### config.mk
export PLATFORM = sky130hd
export DESIGN_NAME = histo_eq_mapper
export DESIGN_NICKNAME = d
export VERILOG_FILES = /design/src/rtl/histo_pkg.sv /design/src/rtl/histo_eq_mapper_lut_bank.sv /design/src/rtl/histo_eq_mapper.sv
export SDC_FILE = /design/constraint.sdc
export NUM_CORES = 2
export LEC_CHECK = 0
export BUFFER_PORTS_ARGS = -buffer_cell sky130_fd_sc_hd__buf_2
export CAP_MARGIN = 5
export CORE_ASPECT_RATIO = 1.4
export CORE_UTILIZATION = 60
export CTS_CLUSTER_SIZE = 10
export DETAILED_ROUTE_END_ITERATION = 8
export PLACE_DENSITY_LB_ADDON = 0.2
export RECOVER_POWER = 50
export SYNTH_ARGS = -nofsm -noshare
export SYNTH_HDL_FRONTEND = slang
export SYNTH_HIERARCHICAL = 1
export SYNTH_SLANG_ARGS = --single-unit
### constraint.sdc
create_clock -name iPclk -period 26.6 [get_ports iPclk]
set_clock_uncertainty 0.1 [all_clocks]
set_input_delay 5.32 -clock iPclk [delete_from_list [all_inputs] [get_ports iPclk]]
set_output_delay 5.32 -clock iPclk [all_outputs]
set_load 0.03 [all_outputs]
### src/rtl/histo_pkg.sv
// histo_pkg: shared widths, build FSM states and the fixed-point LUT reciprocal.
package histo_pkg;
    localparam int BIN_CNT = 256;
    localparam int ADDR_W  = 8;
    localparam int LUT_W   = 8;
    localparam int GREY_W  = 12;
    localparam int CUM_W   = 20;
    localparam int RECIP_W = 14;
    localparam int FRAC    = 24;
    localparam int PROD_W  = CUM_W + RECIP_W;
    localparam longint unsigned TOTAL_PIX = 64'd307200;
    // round(255 * 2^FRAC / TOTAL_PIX) evaluates to 13926
    localparam longint unsigned RECIP_FULL = ((64'd255 << FRAC) + TOTAL_PIX / 64'd2) / TOTAL_PIX;
    localparam logic [RECIP_W-1:0] RECIP = RECIP_W'(RECIP_FULL);
    typedef enum logic [1:0] {IDLE, READ, DRAIN, DONE} state_e;
endpackage

### src/rtl/histo_eq_mapper_lut_bank.sv
// lut_bank: 256x8 simple dual-port LUT RAM, one write port and one registered read port.
module lut_bank
    import histo_pkg::*;
(
    input  logic              clk_i,
    input  logic              we_i,
    input  logic [ADDR_W-1:0] waddr_i,
    input  logic [LUT_W-1:0]  wdata_i,
    input  logic [ADDR_W-1:0] raddr_i,
    output logic [LUT_W-1:0]  rdata_o
);
    logic [LUT_W-1:0] mem_q [BIN_CNT];
    logic [LUT_W-1:0] rdata_q;
    always_ff @(posedge clk_i) begin
        if (we_i) mem_q[waddr_i] <= wdata_i;
        rdata_q <= mem_q[raddr_i];
    end
    assign rdata_o = rdata_q;
endmodule

### src/rtl/histo_eq_mapper.sv
// histo_eq_mapper: builds a ping-pong equalisation LUT from the cumulative histogram and remaps grey pixels.
// Optional binarised output enabled by defining HISTO_EQ_BIN_EN.
module histo_eq_mapper
    import histo_pkg::*;
(
    input  logic              iPclk,
    input  logic              iRST,
    input  logic              iFval,
    input  logic              iDval,
    input  logic [GREY_W-1:0] iGrey,
    input  logic              iStart,
    output logic [ADDR_W-1:0] oCum_Addr,
    input  logic [CUM_W-1:0]  iCum_Q,
    input  logic [LUT_W-1:0]  iThresh,
    output logic [GREY_W-1:0] oGrey_Eq,
    output logic              oDval,
    output logic              oBin,
    output logic              oBusy,
    output logic              oLut_Ready
);
    state_e state_q, state_d;
    logic [ADDR_W-1:0] cnt_q, cnt_d;
    always_comb begin
        state_d = state_q;
        cnt_d   = cnt_q + 8'd1;
        case (state_q)
            IDLE:  begin
                cnt_d   = '0;
                state_d = iStart ? READ : IDLE;
            end
            READ:  state_d = (&cnt_q) ? DRAIN : READ;
            DRAIN: state_d = cnt_q[0] ? DONE : DRAIN;
            default: state_d = IDLE;
        endcase
    end
    assign oBusy     = state_q != IDLE;
    assign oCum_Addr = (state_q == READ) ? cnt_q : '0;

    logic v1_q, v2_q;
    logic [ADDR_W-1:0] a1_q, a2_q;
    logic [CUM_W-1:0] cum_q;
    logic fval_q, act_q, pend_q, ready_q;
    logic swap;
    assign swap = iFval & ~fval_q & pend_q & (state_q == IDLE);
    always_ff @(posedge iPclk or posedge iRST) begin
        if (iRST) begin
            state_q <= IDLE;
            cnt_q   <= '0;
            v1_q    <= 1'b0;
            v2_q    <= 1'b0;
            a1_q    <= '0;
            a2_q    <= '0;
            cum_q   <= '0;
            fval_q  <= 1'b0;
            act_q   <= 1'b0;
            pend_q  <= 1'b0;
            ready_q <= 1'b0;
        end else begin
            state_q <= state_d;
            cnt_q   <= cnt_d;
            v1_q    <= state_q == READ;
            v2_q    <= v1_q;
            a1_q    <= cnt_q;
            a2_q    <= a1_q;
            cum_q   <= iCum_Q;
            fval_q  <= iFval;
            act_q   <= act_q ^ swap;
            pend_q  <= (state_q == DONE) | (pend_q & ~swap);
            ready_q <= ready_q | swap;
        end
    end
    assign oLut_Ready = ready_q;

    // Keep only the integer part; anything above 255 saturates.
    logic [PROD_W-FRAC-1:0] prod_hi;
    logic [LUT_W-1:0] lut_w;
    assign prod_hi = (PROD_W-FRAC)'((PROD_W'(cum_q) * PROD_W'(RECIP)) >> FRAC);
    assign lut_w   = |prod_hi[PROD_W-FRAC-1:LUT_W] ? '1 : prod_hi[LUT_W-1:0];

    logic [LUT_W-1:0] rd0, rd1, lut_rd;
    lut_bank u_bank0 (.clk_i(iPclk), .we_i(v2_q & act_q), .waddr_i(a2_q), .wdata_i(lut_w),
                      .raddr_i(iGrey[GREY_W-1:GREY_W-ADDR_W]), .rdata_o(rd0));
    lut_bank u_bank1 (.clk_i(iPclk), .we_i(v2_q & ~act_q), .waddr_i(a2_q), .wdata_i(lut_w),
                      .raddr_i(iGrey[GREY_W-1:GREY_W-ADDR_W]), .rdata_o(rd1));

    logic [GREY_W-1:0] g1_q, ge_q;
    logic dv1_q, sel1_q, rdy1_q, dv_q;
    assign lut_rd = sel1_q ? rd1 : rd0;
    always_ff @(posedge iPclk or posedge iRST) begin
        if (iRST) begin
            g1_q   <= '0;
            dv1_q  <= 1'b0;
            sel1_q <= 1'b0;
            rdy1_q <= 1'b0;
            ge_q   <= '0;
            dv_q   <= 1'b0;
        end else begin
            g1_q   <= iGrey;
            dv1_q  <= iDval;
            sel1_q <= act_q;
            rdy1_q <= ready_q;
            ge_q   <= rdy1_q ? {lut_rd, lut_rd[LUT_W-1:LUT_W-4]} : g1_q;
            dv_q   <= dv1_q;
        end
    end
    assign oGrey_Eq = ge_q;
    assign oDval    = dv_q;

`ifdef HISTO_EQ_BIN_EN
    logic bin_q;
    always_ff @(posedge iPclk or posedge iRST) begin
        if (iRST) bin_q <= 1'b0;
        else      bin_q <= rdy1_q & (lut_rd >= iThresh);
    end
    assign oBin = bin_q;
`else
    logic unused_thresh;
    assign unused_thresh = ^iThresh;
    assign oBin = 1'b0;
`endif
endmodule
**Word level (Yosys, flattened, before mapping)**

Memories as Yosys holds them, arrays and structs flattened. A register that Yosys moved wholly into a read port is not among the register bits.
Index checks and enable logic that the tools add are counted.

- Bits in registers: 80
- Bits in writable memories: 4096
- Input bits: 45
- Memories: 2

Memory list:

| name | depth | bits a word | rd ports | clocked after memory_dff | wr ports | RTL line | source |
|---|---|---|---|---|---|---|---|
| u_bank0.mem_q | 256 | 8 | 1 | 1 | 1 | histo_eq_mapper_lut_bank.sv:12 | `logic [LUT_W-1:0] mem_q [BIN_CNT];` |
| u_bank1.mem_q | 256 | 8 | 1 | 1 | 1 | histo_eq_mapper_lut_bank.sv:12 |  |

- Add/sub/neg operators: 1
- Multipliers: 1
- Equal/unequal tests: 3
- Multiplexer cells: 13
- Bitwise gates (word level): 12
- Reductions and logical operators: 4

Operators by type and width:

| cell | number |
|---|---|
| $mul A20 B13 Y33 const B | 1 |
| $mux W8 | 4 |
| $mux W12 | 1 |
| $add A8 B1 Y8 const B | 1 |
| $reduce_and A8 Y1 | 1 |
| $and A1 B1 Y1 | 6 |
| $mux W1 | 6 |
| $pmux W2 S3 | 1 |
| $eq A2 B2 Y1 const B | 2 |
| $not A1 Y1 | 3 |
| $eq A2 B1 Y1 const B | 1 |
| $logic_not A2 Y1 | 1 |
| $mux W2 | 1 |
| $or A1 B1 Y1 | 2 |
| $reduce_bool A2 Y1 | 1 |
| $reduce_or A2 Y1 | 1 |
| $xor A1 B1 Y1 | 1 |

**Longest topological paths before layout**

- Word-level depth: 7
- Gate-level depth with buffers: 19
- Depth with buffers taken out: 19

**Modules after synthesis**

Netlist, hierarchy kept.

Modules (own cells, without submodules):

| module | times used | cells each | area each (um^2) |
|---|---|---|---|
| lut_bank | 2 | 3733 | 79556.3 |
| histo_eq_mapper | 1 | 625 | 6891.6 |

**Worst setup path after synthesis**

OpenSTA, ideal clock, no wires.

- Kind: register -> register
- Start: reg cum_q[9]
- End: mem u_bank0.mem_q[0][6] (data pin)
- Library setup time: 2.795 ns
- Arrival: 17.488 ns
- Data required time: 23.705 ns
- Setup slack: 6.217 ns
- Cell stages (with the launch flop): 19
- Buffers on the path: 0
- Period minus slack after synthesis: 20.383 ns
- Path through: dfrtp_1 -> ha_1 -> inv_1 -> fa_1 -> inv_1 -> fa_1 -> fa_1 -> inv_1 -> fa_1 -> inv_1 -> ha_1 -> nand3_1 -> nor3_2 -> and4_4 -> o311ai_4 -> a21oi_4 -> o21ai_0 -> and3_1 -> o21bai_1

- Cells in the longest elaborated chain, start to end: 3

RTL lines:

| item | RTL line | source |
|---|---|---|
| from (decl) | histo_eq_mapper.sv:41 | `logic [CUM_W-1:0] cum_q;` |
| from (signal assigned) | histo_eq_mapper.sv:65 | `cum_q <= iCum_Q;` |
| $mul A20 B13 Y33 (*) | histo_eq_mapper.sv:77 | `assign prod_hi = (PROD_W-FRAC)'((PROD_W'(cum_q) * PROD_W'(RECIP)) >> FRAC);` |
| $reduce_or A2 Y1 | histo_eq_mapper.sv:78 | `assign lut_w = \|prod_hi[PROD_W-FRAC-1:LUT_W] ? '1 : prod_hi[LUT_W-1:0];` |
| $mux W8 (*) | histo_eq_mapper.sv:78 |  |
| net lut_w[6] | histo_eq_mapper.sv:76 | `logic [LUT_W-1:0] lut_w;` |
| to (decl) | histo_eq_mapper_lut_bank.sv:12 |  |

Mark *: on every way through the listed nets, which the timed path passes. The rest lies on a longest branch.

==> flow_summary_export.csv <==
group,metric,value,unit
global_route,antenna_found_initial,13,
route,via_count,81900,
timing,max_freq,0.0899,GHz
place,port_buffers,59,
floorplan,dieArea,0.279,mm^2
global_route,grt.total_usage,0.288,
timing,period_share,0.418,
final_layout,layout_common_cells,"edfxtp_1, mux4_2, nor2_1",
floorplan,die_y,624,um
timing,finalHoldViolations,0,
setup_path,path_max_fanout,83,
route,firstDrtPassIters,9,
synthesis,asyncSetResetFlopFracSynth,0.0191,
synthesis,syn-num-nets,8316,
flow_run,max-cap-violations,7,
synthesis,ys_seq_area_frac,0.755,
final_layout,synthToLayoutAreaGrowth,9.66,%
synthesis,synth_cell_types,82,
final_layout,nets,8522,
route,routed_wl,398000,um
floorplan,ios,69,
setup_path,path_common_cell,"buf_4",
place,gp_congestion,0.859,
timing,final_max_slew_viol_count,122,
synthesis,yosys_warnings,6,
status,status,"finished with violations",
final_layout,final_common_cell,"edfxtp_1",
setup_path,path_cells,"buf_8 > buf_4 > buf_4 > buf_4 > buf_4 > buf_4 > mux4_2 > mux4_2 > nor2_1 > a2111oi_0 > nor3_1 > nor4_2",
setup_path,cp-end-kind,"flop",
power_and_ir_drop,p_sw_frac,0.294,
floorplan,die_w,447,um
clock_tree,insertion_delay,910,ps
final_layout,final_util,0.661,
global_route,grt_max_degree,194,
final_layout,fill_cells,17500,
synthesis,syn_area_per_cell,20.5,um^2
timing,relSlewSlack,-0.506,
power_and_ir_drop,p_comb_frac,0.203,
power_and_ir_drop,intPower,14.2,mW
synthesis,synth_ff_type,"edfxtp_1",
synthesis,ys_ff_latch,4192,
setup_path,worst-setup-path-type,"input pin to flop",
floorplan,num_rows,228,
place,dpl.hpwl,245000,um
place,place_ws,14500,ps
clock_tree,cts_setup_buffers,0,
route,drc,0,
timing,rsz0062_at_grt,"false",
clock_tree,cts_buffer_depth,4,
timing,layout_setup_ws,15470,ps
power_and_ir_drop,p_seq_frac,0.520,
power_and_ir_drop,leakage,62.6,nW
power_and_ir_drop,vdd_drop_max,297,uV
synthesis,synth-edff-count,4096,
route,via_per_inst,6.75,
setup_path,crit_path_max_incr_delay,800,ps
clock_tree,clock-sinks,4192,
hold_path,hp-class,"flop to flop",
global_route,grt_overflow_total,0,
global_route,grt_pass1_vias,84400,
timing,tightest_slew,2250,ps
synthesis,synth_area,0.166,mm^2
synthesis,synth_top_area_share,0.741,
clock_tree,clockRootBuffer,"clkbuf_16",
power_and_ir_drop,p_clk_frac,0.277,
synthesis,synth_area_leaders,"edfxtp_1, mux4_2, mux2i_1",
setup_path,crit_slowest_cell,"nor3_1",
clock_tree,clkSlewWorstSetupHoldPaths,60,ps
setup_path,start_kind,"input pin",
timing,fin_crit,11130,ps
clock_tree,cts.repair.resized,0,
global_route,grt_pass1_wl,578000,um
status,failed_checks,"capacitance limit, slew limit",
power_and_ir_drop,switchingPower,5.90,mW
route,wl_per_cell,32.8,um
timing,timing.hold.ws,246,ps
clock_tree,cts_tree,"done",
clock_tree,cts_buffers,464,
timing,tns,0,ps
clock_tree,clock_tree.htree_level_count,5,
final_layout,layout-drive-gt1-share,0.197,
route,antenna_left,0,
timing,setup_viol,0,
power_and_ir_drop,power_per_cell_area,110,mW/mm^2
floorplan,start_util,0.603,
synthesis,yosysTopAreaCell,"edfxtp_1",
setup_path,crit_required,27280,ps
clock_tree,cts_hold_buffers,0,
floorplan,core_area,0.275,mm^2
route,drtIter0Drc,9802,
synthesis,syn_inst,8091,
setup_path,cp_data_arrival_time,11810,ps
[critical path: cells and delay by family]
kind	cells	cell delay (ps)
multiplexers	2	980
AND/OR/NAND/NOR	3	1020
buffers and inverters	6	4110
AO/OA/AOI/OAI	1	90
[kinds of logic (layout without fill, tap and decap cells)]
logic type / count (synthesis) / after routing / share of synthesized area
flip-flops: 4192 / 4192 / 0.755
multiplexers: 1192 / 1192 / 0.141
AND/OR/NAND/NOR: 1023 / 1023 / 0.0280
AO/OA/AOI/OAI: 848 / 848 / 0.0363
buffers and inverters: 638 / 991 / 0.0214
adder cells (fa/ha/maj): 180 / 180 / 0.0178
XOR/XNOR: 17 / 17 / 0.000897
other: 1 / 11 / 0.0000226
[synthesized netlist by cell type (all sizes together) (78+ instances only)]
cell       n
nor2     583
nand3     78
o221ai    94
ha        87
dfrtp     80
clkbuf   227
a21oi    218
mux4     912
nand2     85
a22oi    266
inv      164
fa        93
buf      245
edfxtp  4096
mux2i    278
[metal layers]
metal | global-route usage | up-vias | wire (um)
met5 | 0 | - | 33
met4 | 0.145 | 6 | 22200
met3 | 0.0490 | 950 | 31900
met2 | 0.486 | 4128 | 204000
met1 | 0.363 | 43300 | 140000
li1 | - | 33600 | -
[flip-flops by register name, indices dropped and copies added, names as in the netlist, 2 cells and up]
name,count
u_bank1/rdata_o,8
u_bank1/mem_q,2048
u_bank0/mem_q,2048
a1_q,8
g1_q,12
a2_q,8
cum_q,20
u_bank0/rdata_o,8
state_q,2
cnt_q,8
oGrey_Eq,12
[area by class of cell]
type | count | area (um^2) | share of cell area
tap | 3680 | 4600 | 0.0253
multi-input combinational | 3261 | 37300 | 0.205
inverter | 166 | 624 | 0.00343
antenna | 10 | 25.0 | 0.000137
clock inverter | 18 | 285 | 0.00157
sequential | 4192 | 125000 | 0.688
timing repair buffer | 212 | 1560 | 0.00856
clock buffer | 595 | 12300 | 0.0677
[per-stage QoR]
stage          std cells  cell area (um^2)  power (mW)
2_1_floorplan       8091            166000        14.4
3_3_place_gp       11500            169000        14.4
3_5_place_dp       11500            169000        14.7
4_1_cts            12100            182000        20.2
5_1_grt            12100            182000        20.7
6_report           12100            182000        20.1
[final timing paths]
check,startpoint,endpoint,slack (ps),depth (start not counted)
min reg2reg,a1_q[1],a2_q[1],250,0
min,a1_q[1],a2_q[1],250,0
max reg2reg,cum_q[8],u_bank1/mem_q[98][6],17440,21
max in group asynchronous,iRST,cnt_q[1],19910,3
min in group asynchronous,iRST,cum_q[18],4870,2
max,iGrey[5],u_bank0/rdata_o[0],15470,12
[power groups by stage]
stage | clock network (mW) | logic [mW] | registers, mW
5_1_grt | 5.87 | 4.44 | 10.4
3_3_place_gp | 0 | 3.87 | 10.5
2_1_floorplan | 0 | 2.04 | 12.3
6_report | 5.56 | 4.06 | 10.4
3_5_place_dp | 0 | 4.16 | 10.6
4_1_cts | 5.63 | 4.15 | 10.4
No activity file was read; power rests on OpenSTA's default activity.
